===== src/rtl/division_seq_nd.sv =====
// rtl/division_seq_nd.sv - iterative restoring fixed-point divider, one quotient bit per clock
// Signed operands are divided as magnitudes; signs are reapplied in FIX.
module division_seq_nd #(
  parameter int N     = 32,
  parameter int DIGIT = 32
) (
  input  logic                 clk_i,
  input  logic                 rst_i,
  input  logic                 start_i,
  input  logic                 signed_i,
  input  logic [N-1:0]         data0_i,
  input  logic [N-1:0]         data1_i,
  output logic                 busy_o,
  output logic                 valid_o,
  output logic [N+DIGIT-1:0]   y_o,
  output logic [N-1:0]         rem_o,
  output logic                 dz_o,
  output logic                 ovf_o
);

  localparam int Q  = N + DIGIT;
  localparam int CW = $clog2(Q + 1);
  localparam logic [CW-1:0] CNT_LAST = CW'(Q - 1);
  localparam logic [Q-1:0]  Y_MAX    = {1'b0, {(Q-1){1'b1}}};

  typedef enum logic [2:0] {S_IDLE, S_LOAD, S_CALC, S_FIX, S_DONE} state_t;

  state_t         state;
  logic [N-1:0]   a_r;
  logic [N-1:0]   b_r;
  logic           mode_r;
  logic           q_neg;
  logic           r_neg;
  logic           dz_r;
  logic [N-1:0]   b_mag;
  logic [N-1:0]   pr;
  logic [Q-1:0]   sh;
  logic [Q-1:0]   q;
  logic [CW-1:0]  cnt;

  logic           a_neg;
  logic           b_neg;
  logic [N-1:0]   a_mag_w;
  logic [N-1:0]   b_mag_w;
  logic [N:0]     pr_sh;
  logic           take;
  logic [N-1:0]   pr_nxt;
  logic [Q-1:0]   q_fin;
  logic [N-1:0]   r_fin;
  logic           ovf_w;

  // An N-bit unsigned magnitude already holds 2^(N-1), so -2^(N-1) negates cleanly.
  // The shifted partial remainder needs N+1 bits; its top bit forces a subtract.
  always_comb begin
    a_neg   = mode_r & a_r[N-1];
    b_neg   = mode_r & b_r[N-1];
    a_mag_w = a_neg ? -a_r : a_r;
    b_mag_w = b_neg ? -b_r : b_r;
    pr_sh   = {pr, sh[Q-1]};
    take    = pr_sh[N] | (pr_sh[N-1:0] >= b_mag);
    pr_nxt  = take ? (pr_sh[N-1:0] - b_mag) : pr_sh[N-1:0];
    q_fin   = q_neg ? -q : q;
    r_fin   = r_neg ? -pr : pr;
    ovf_w   = mode_r & ~q_neg & q[Q-1];
  end

  always_ff @(posedge clk_i or negedge rst_i) begin
    if (!rst_i) begin
      state   <= S_IDLE;
      a_r     <= '0;
      b_r     <= '0;
      mode_r  <= 1'b0;
      q_neg   <= 1'b0;
      r_neg   <= 1'b0;
      dz_r    <= 1'b0;
      b_mag   <= '0;
      pr      <= '0;
      sh      <= '0;
      q       <= '0;
      cnt     <= '0;
      busy_o  <= 1'b0;
      valid_o <= 1'b0;
      y_o     <= '0;
      rem_o   <= '0;
      dz_o    <= 1'b0;
      ovf_o   <= 1'b0;
    end else begin
      case (state)
        S_IDLE, S_DONE: begin
          if (start_i) begin
            a_r     <= data0_i;
            b_r     <= data1_i;
            mode_r  <= signed_i;
            valid_o <= 1'b0;
            dz_o    <= 1'b0;
            ovf_o   <= 1'b0;
            busy_o  <= 1'b1;
            state   <= S_LOAD;
          end
        end
        S_LOAD: begin
          q_neg <= a_neg ^ b_neg;
          r_neg <= a_neg;
          b_mag <= b_mag_w;
          sh    <= {a_mag_w, {DIGIT{1'b0}}};
          pr    <= '0;
          q     <= '0;
          cnt   <= CNT_LAST;
          dz_r  <= (b_r == '0);
          state <= (b_r == '0) ? S_FIX : S_CALC;
        end
        S_CALC: begin
          sh <= sh << 1;
          pr <= pr_nxt;
          q  <= {q[Q-2:0], take};
          if (cnt == '0) begin
            state <= S_FIX;
          end else begin
            cnt <= cnt - 1'b1;
          end
        end
        S_FIX: begin
          if (dz_r) begin
            y_o   <= '1;
            rem_o <= a_r;
            dz_o  <= 1'b1;
          end else if (ovf_w) begin
            y_o   <= Y_MAX;
            rem_o <= r_fin;
            ovf_o <= 1'b1;
          end else begin
            y_o   <= q_fin;
            rem_o <= r_fin;
          end
          valid_o <= 1'b1;
          busy_o  <= 1'b0;
          state   <= S_DONE;
        end
        default: state <= S_IDLE;
      endcase
    end
  end

endmodule


===== config.mk =====
export PLATFORM = sky130hd
export DESIGN_NAME = division_seq_nd
export DESIGN_NICKNAME = d
export VERILOG_FILES = /design/src/rtl/division_seq_nd.sv
export SDC_FILE = /design/constraint.sdc
export NUM_CORES = 1
export LEC_CHECK = 0
export ABC_AREA = 1
export CAP_MARGIN = 10
export CORE_MARGIN = 3
export CORE_UTILIZATION = 54
export CTS_CLUSTER_SIZE = 10
export DETAILED_ROUTE_END_ITERATION = 6
export PLACE_DENSITY = 0.87
export SLEW_MARGIN = 10
export SYNTH_ARGS = -nofsm -noshare
export SYNTH_HDL_FRONTEND = slang
export SYNTH_SLANG_ARGS = --single-unit

===== constraint.sdc =====
create_clock -name clk_i -period 1.9 [get_ports clk_i]
set_input_delay 0.475 -clock clk_i [delete_from_list [all_inputs] [get_ports clk_i]]
set_output_delay 0.475 -clock clk_i [all_outputs]
set_load 0.02 [all_outputs]

==> results summary <==
The flow ran to the end, but the final reports show violations. The checks that failed: DRC, setup timing. The largest area contributor in the synthesized netlist is dfrtp_1. The clock-pin slew of the registers on the worst-case setup and hold paths is around 70 ps.

The share of synthesized flip-flops with an asynchronous set or reset came out at between 90% and 100%. The worst register-to-register path ends at pr[24]. The remaining number of nets flagged by the antenna check after routing came out at 0. The clock net in this run drives a total of 338 sinks.

Once layout is complete, the utilization of the core stands at 75.8%. The number of fill cells in the layout is roughly 2.7k. In this run, the number of DRC markers left after iteration 0 of detailed routing was between 2k and 2.5k.

The vertical die dimension came out at between 150 and 200 um. The placer's final routability congestion estimate is about 1.0. The first detailed-routing pass took 7 iterations. The most common cell type on the critical path is nand2_1. The initial antenna violation count was 1. The biggest fanout along the worst timing path came out at 5.

The via-per-instance ratio is roughly 5.9. The worst-margin pin slew came out at about 760 ps. The HPWL after detailed placement came out at slightly above 50 mm.

Setup repair after global routing could not meet its margin everywhere. The clock share of power came out at approximately 13%. The maximum number of buffers from clock root to sink is 3.

For this design, the slowest cell found on the critical path is dfrtp_1. The synthesis-stage register bit count is 338. For this configuration, the core starts out at a cell density of 55.2%. With fillers left out, the area of the finished cells amounts to 27900 um^2. The critical path starts at pr[22]. The data arrival time of the critical path is 2650 ps. The placed instances occupy a cell area of around 25000 um^2. The most frequent cell after synthesis is nand2_1. Traced cell by cell, the critical path runs through ha_4, nand2_2, nor2_4, nand2_1, nor2_2, nand2_4, nand2_8, buf_12, buf_16, nand3_4, nand3_2, nand2_1.

The register-to-register path setup slack is -280 ps. After technology mapping, the gate count stands at ~2.8k. The total number of placement rows came out at 70. The share of the Yosys chip area taken by registers is 41.7%. The final antenna diode count is 0. In this design, the largest share of critical-path delay is due to simple AND/OR/NAND/NOR gates.

168 I/O pins were placed. The count of cells along the worst register-to-register path came out at 12. Sorting the synthesized cells by how often they occur yields nand2_1, inv_1, dfrtp_1. In this run the power spent charging and discharging nets is approximately 28 mW. The via count of the first global-routing pass was between 20k and 25k. The relative max-transition margin came out at 49.2%. The clock period minus final worst setup slack came out at 2180 ps. Among all flip-flop cells after synthesis, the most frequent one is dfrtp_1. The fraction of power consumed by combinational cells is around 66%. The full die area is 39900 um^2. Following the worst setup path forward leads to its endpoint at pr[24]. The count of pins over their slew limit came out at 0. The critical path runs through a total of 12 cells. The count of yosys warnings during synthesis is 0. The startpoint identified for the worst register-to-register timing path is pr[22].

The sum of routed wire length over all layers came out at about 74 mm. Setup slack on the critical path of the routed design comes to -279 ps. The switching portion of total power is about 50%. The root buffer cell chosen for the clock tree is clkbuf_16. The mean instance size in the synthesized netlist is between 7 and 8 um^2.

The total instance count after detailed placement is approximately 3.7k. The total via count in the routed design is ~22k. The distinct cell type count of the synthesized netlist came out at 50.

By startpoint and endpoint, the worst setup path is classified as flip-flop to flip-flop. The core region is 36800 um^2. Yosys mapped a number of flops with a built-in enable equal to 0. The internal power is roughly 29 mW. The class of the tightest hold or removal check is primary input to async pin. Summed over all failing endpoints, the final setup total negative slack is -7790 ps. For this run the aggregate overflow at the end of global routing stands at 0. The clock reaches the later pin of the worst-skew pair after slightly below 600 ps. The top-area cell type share of the netlist area is 41.7%. TritonCTS built the clock tree. CTS built an H-tree with a depth of 2. The largest single stage delay on the critical path is 430 ps. The first global-routing pass estimated approximately 110 mm of wire. The static leakage is about 14 nW. The clock skew after layout came out at slightly above 20 ps. The number of DRC violations after detailed routing came out at 3.

STA classifies the critical path startpoint as a flip-flop. The setup violation total in the final timing report is 47. The maximum ir drop on the vdd rail came out at between 1 and 1.5 mV. The required arrival time at the worst endpoint came out at between 2000 and 2500 ps. The number of non-filler instances in the completed layout came out at between 3k and 4k. The number of nets in the synthesized netlist came out at ~3.0k. The period utilization came out at 115%. The signed area change from the synthesized netlist to the final layout is 37.4%.

TritonCTS created just over 40 clock buffers. Summing every instance area after synthesis gives 20300 um^2. The number of failing hold endpoints at the final stage came out at 0. Yosys attributes the largest share of cell area to dfrtp_1, nand2_1, inv_1, nand3_1, nor2_1. The count of buffers from port buffering is around 170. STA classifies the critical path endpoint as a flip-flop.

Power spread over the standard cell area amounts to ~2100 nW/um^2. The die width is between 150 and 200 um. The critical path buffer and inverter count is 2. The average wire per standard cell came out at 19.5 um. The pin count of the biggest net entering global routing is 68.

The count of maximum capacitance violations came out at 0. Cells with a size suffix above 1 make up approximately a quarter of the layout. The global router's overall resource usage came out at 35.7%.

The sequential share of power is 21.5%. The number of nets in the finished design is 3399. The maximum operating frequency came out at around 0.46 GHz.
[worst min path at each step]
| stage | endpoint | slack, ps | startpoint |
|---|---|---|---|
| floorplan | a_r[0] | 180 | rst_i |
| detailed placement | y_o[16] | 440 | rst_i |
| global route | a_r[30] | 460 | data0_i[30] |
| CTS | a_r[25] | 430 | data0_i[25] |
| finish | y_o[16] | 450 | rst_i |
| global placement | y_o[15] | 440 | rst_i |
[through the flow]
step           power [mW]  setup slack [ps]  hold slack, ps
4_1_cts              53.6              -201             433
5_1_grt              61.2              -390             465
3_5_place_dp         43.9              -287             443
6_report             57.5              -279             447
2_1_floorplan        30.2              4.67             179
3_3_place_gp         43.0              -340             438
[power by group through the flow]
stage | Clock, mW | Combinational [mW] | Sequential, mW
after global placement | 0 | 31.0 | 12.1
final | 7.28 | 37.8 | 12.4
after detailed placement | 0 | 31.7 | 12.2
after global routing | 7.64 | 40.9 | 12.6
after CTS | 7.32 | 34.1 | 12.2
after floorplan | 0 | 17.4 | 12.9
[worst reg2reg max path, stage by stage (launching register included)]
cell and delay (ps):
dfrtp_1 430, ha_4 320, nand2_2 110, nor2_4 180, nand2_1 130, nor2_2 210, nand2_4 120, nand2_8 110
buf_12 130, buf_16 130, nand3_4 70, nand3_2 80, nand2_1 60
[what timing repair did]
action | 4_1_cts | 5_1_grt
buffers inserted | 23 | 30
endpoints found under the setup margin | 187 | 134
pin swaps | 34 | 110
gates resized for setup | 267 | 304
hold buffers | 1 | 0
hold endpoints to repair | 41 | 0
cloned | 5 | 1
[routing by layer]
layer	GRT usage, %	wire [um]	vias to the layer above
met3	7.12	6780	322
li1	-	-	10100
met5	0	18	-
met1	43.5	26900	10400
met2	60.5	35500	1344
met4	18.7	4440	2
[registers in the layout (all words and copies together) (netlist names)]
register	flops
a_r	32
busy_o	1
ovf_o	1
q	64
dz_r	1
r_neg	1
valid_o	1
sh	32
rem_o	32
mode_r	1
b_mag	32
pr	32
q_neg	1
cnt	7
y_o	64
state	3
dz_o	1
b_r	32
[final cells by class]
type | count | area, um^2 | share of cell area [%]
well taps | 468 | 586 | 2.10
repair buffers | 503 | 4500 | 16.1
clock inverters | 8 | 116 | 0.417
flip-flops and latches | 338 | 8470 | 30.4
inverters | 389 | 1480 | 5.29
clock buffers | 47 | 1050 | 3.76
multi-input cells | 2019 | 11700 | 41.9
[cell usage in the layout (no fill, tap or decap), types with 13 or more instances in the layout]
cell,netlist,layout
a21oi_1,83,70
a21oi_2,3,13
a22oi_1,23,23
a31oi_1,16,16
buf_12,0,19
buf_4,1,288
buf_6,3,22
clkbuf_16,0,42
clkdlybuf4s50_1,0,66
dfrtp_1,338,327
dlygate4sd2_1,0,100
ha_4,0,29
inv_1,378,341
inv_2,7,39
nand2_1,776,713
nand2_2,8,61
nand3_1,248,185
nand3_2,9,55
nand3_4,0,17
nand4_1,32,32
nor2_1,277,214
nor2_2,13,41
nor2_4,4,39
nor3_1,37,23
o211ai_1,13,13
o21ai_0,186,151
o21ai_1,15,32
o21ai_2,4,17
o21bai_1,14,13
o22ai_1,82,82
or2_2,15,15
xnor2_1,15,13
xor2_1,52,48
[cells by family (layout without fill, tap and decap cells)]
kind of cell             after synthesis  after routing  synth area share (%)
flip-flops                           338            338                  41.7
adder cells (fa/ha/maj)               39             39                  2.44
AND/OR/NAND/NOR                     1450           1450                  30.5
XOR/XNOR                              67             67                  2.89
buffers and inverters                488            947                  9.28
AO/OA/AOI/OAI                        463            463                  13.2
Power figures use the tool's default switching activity.
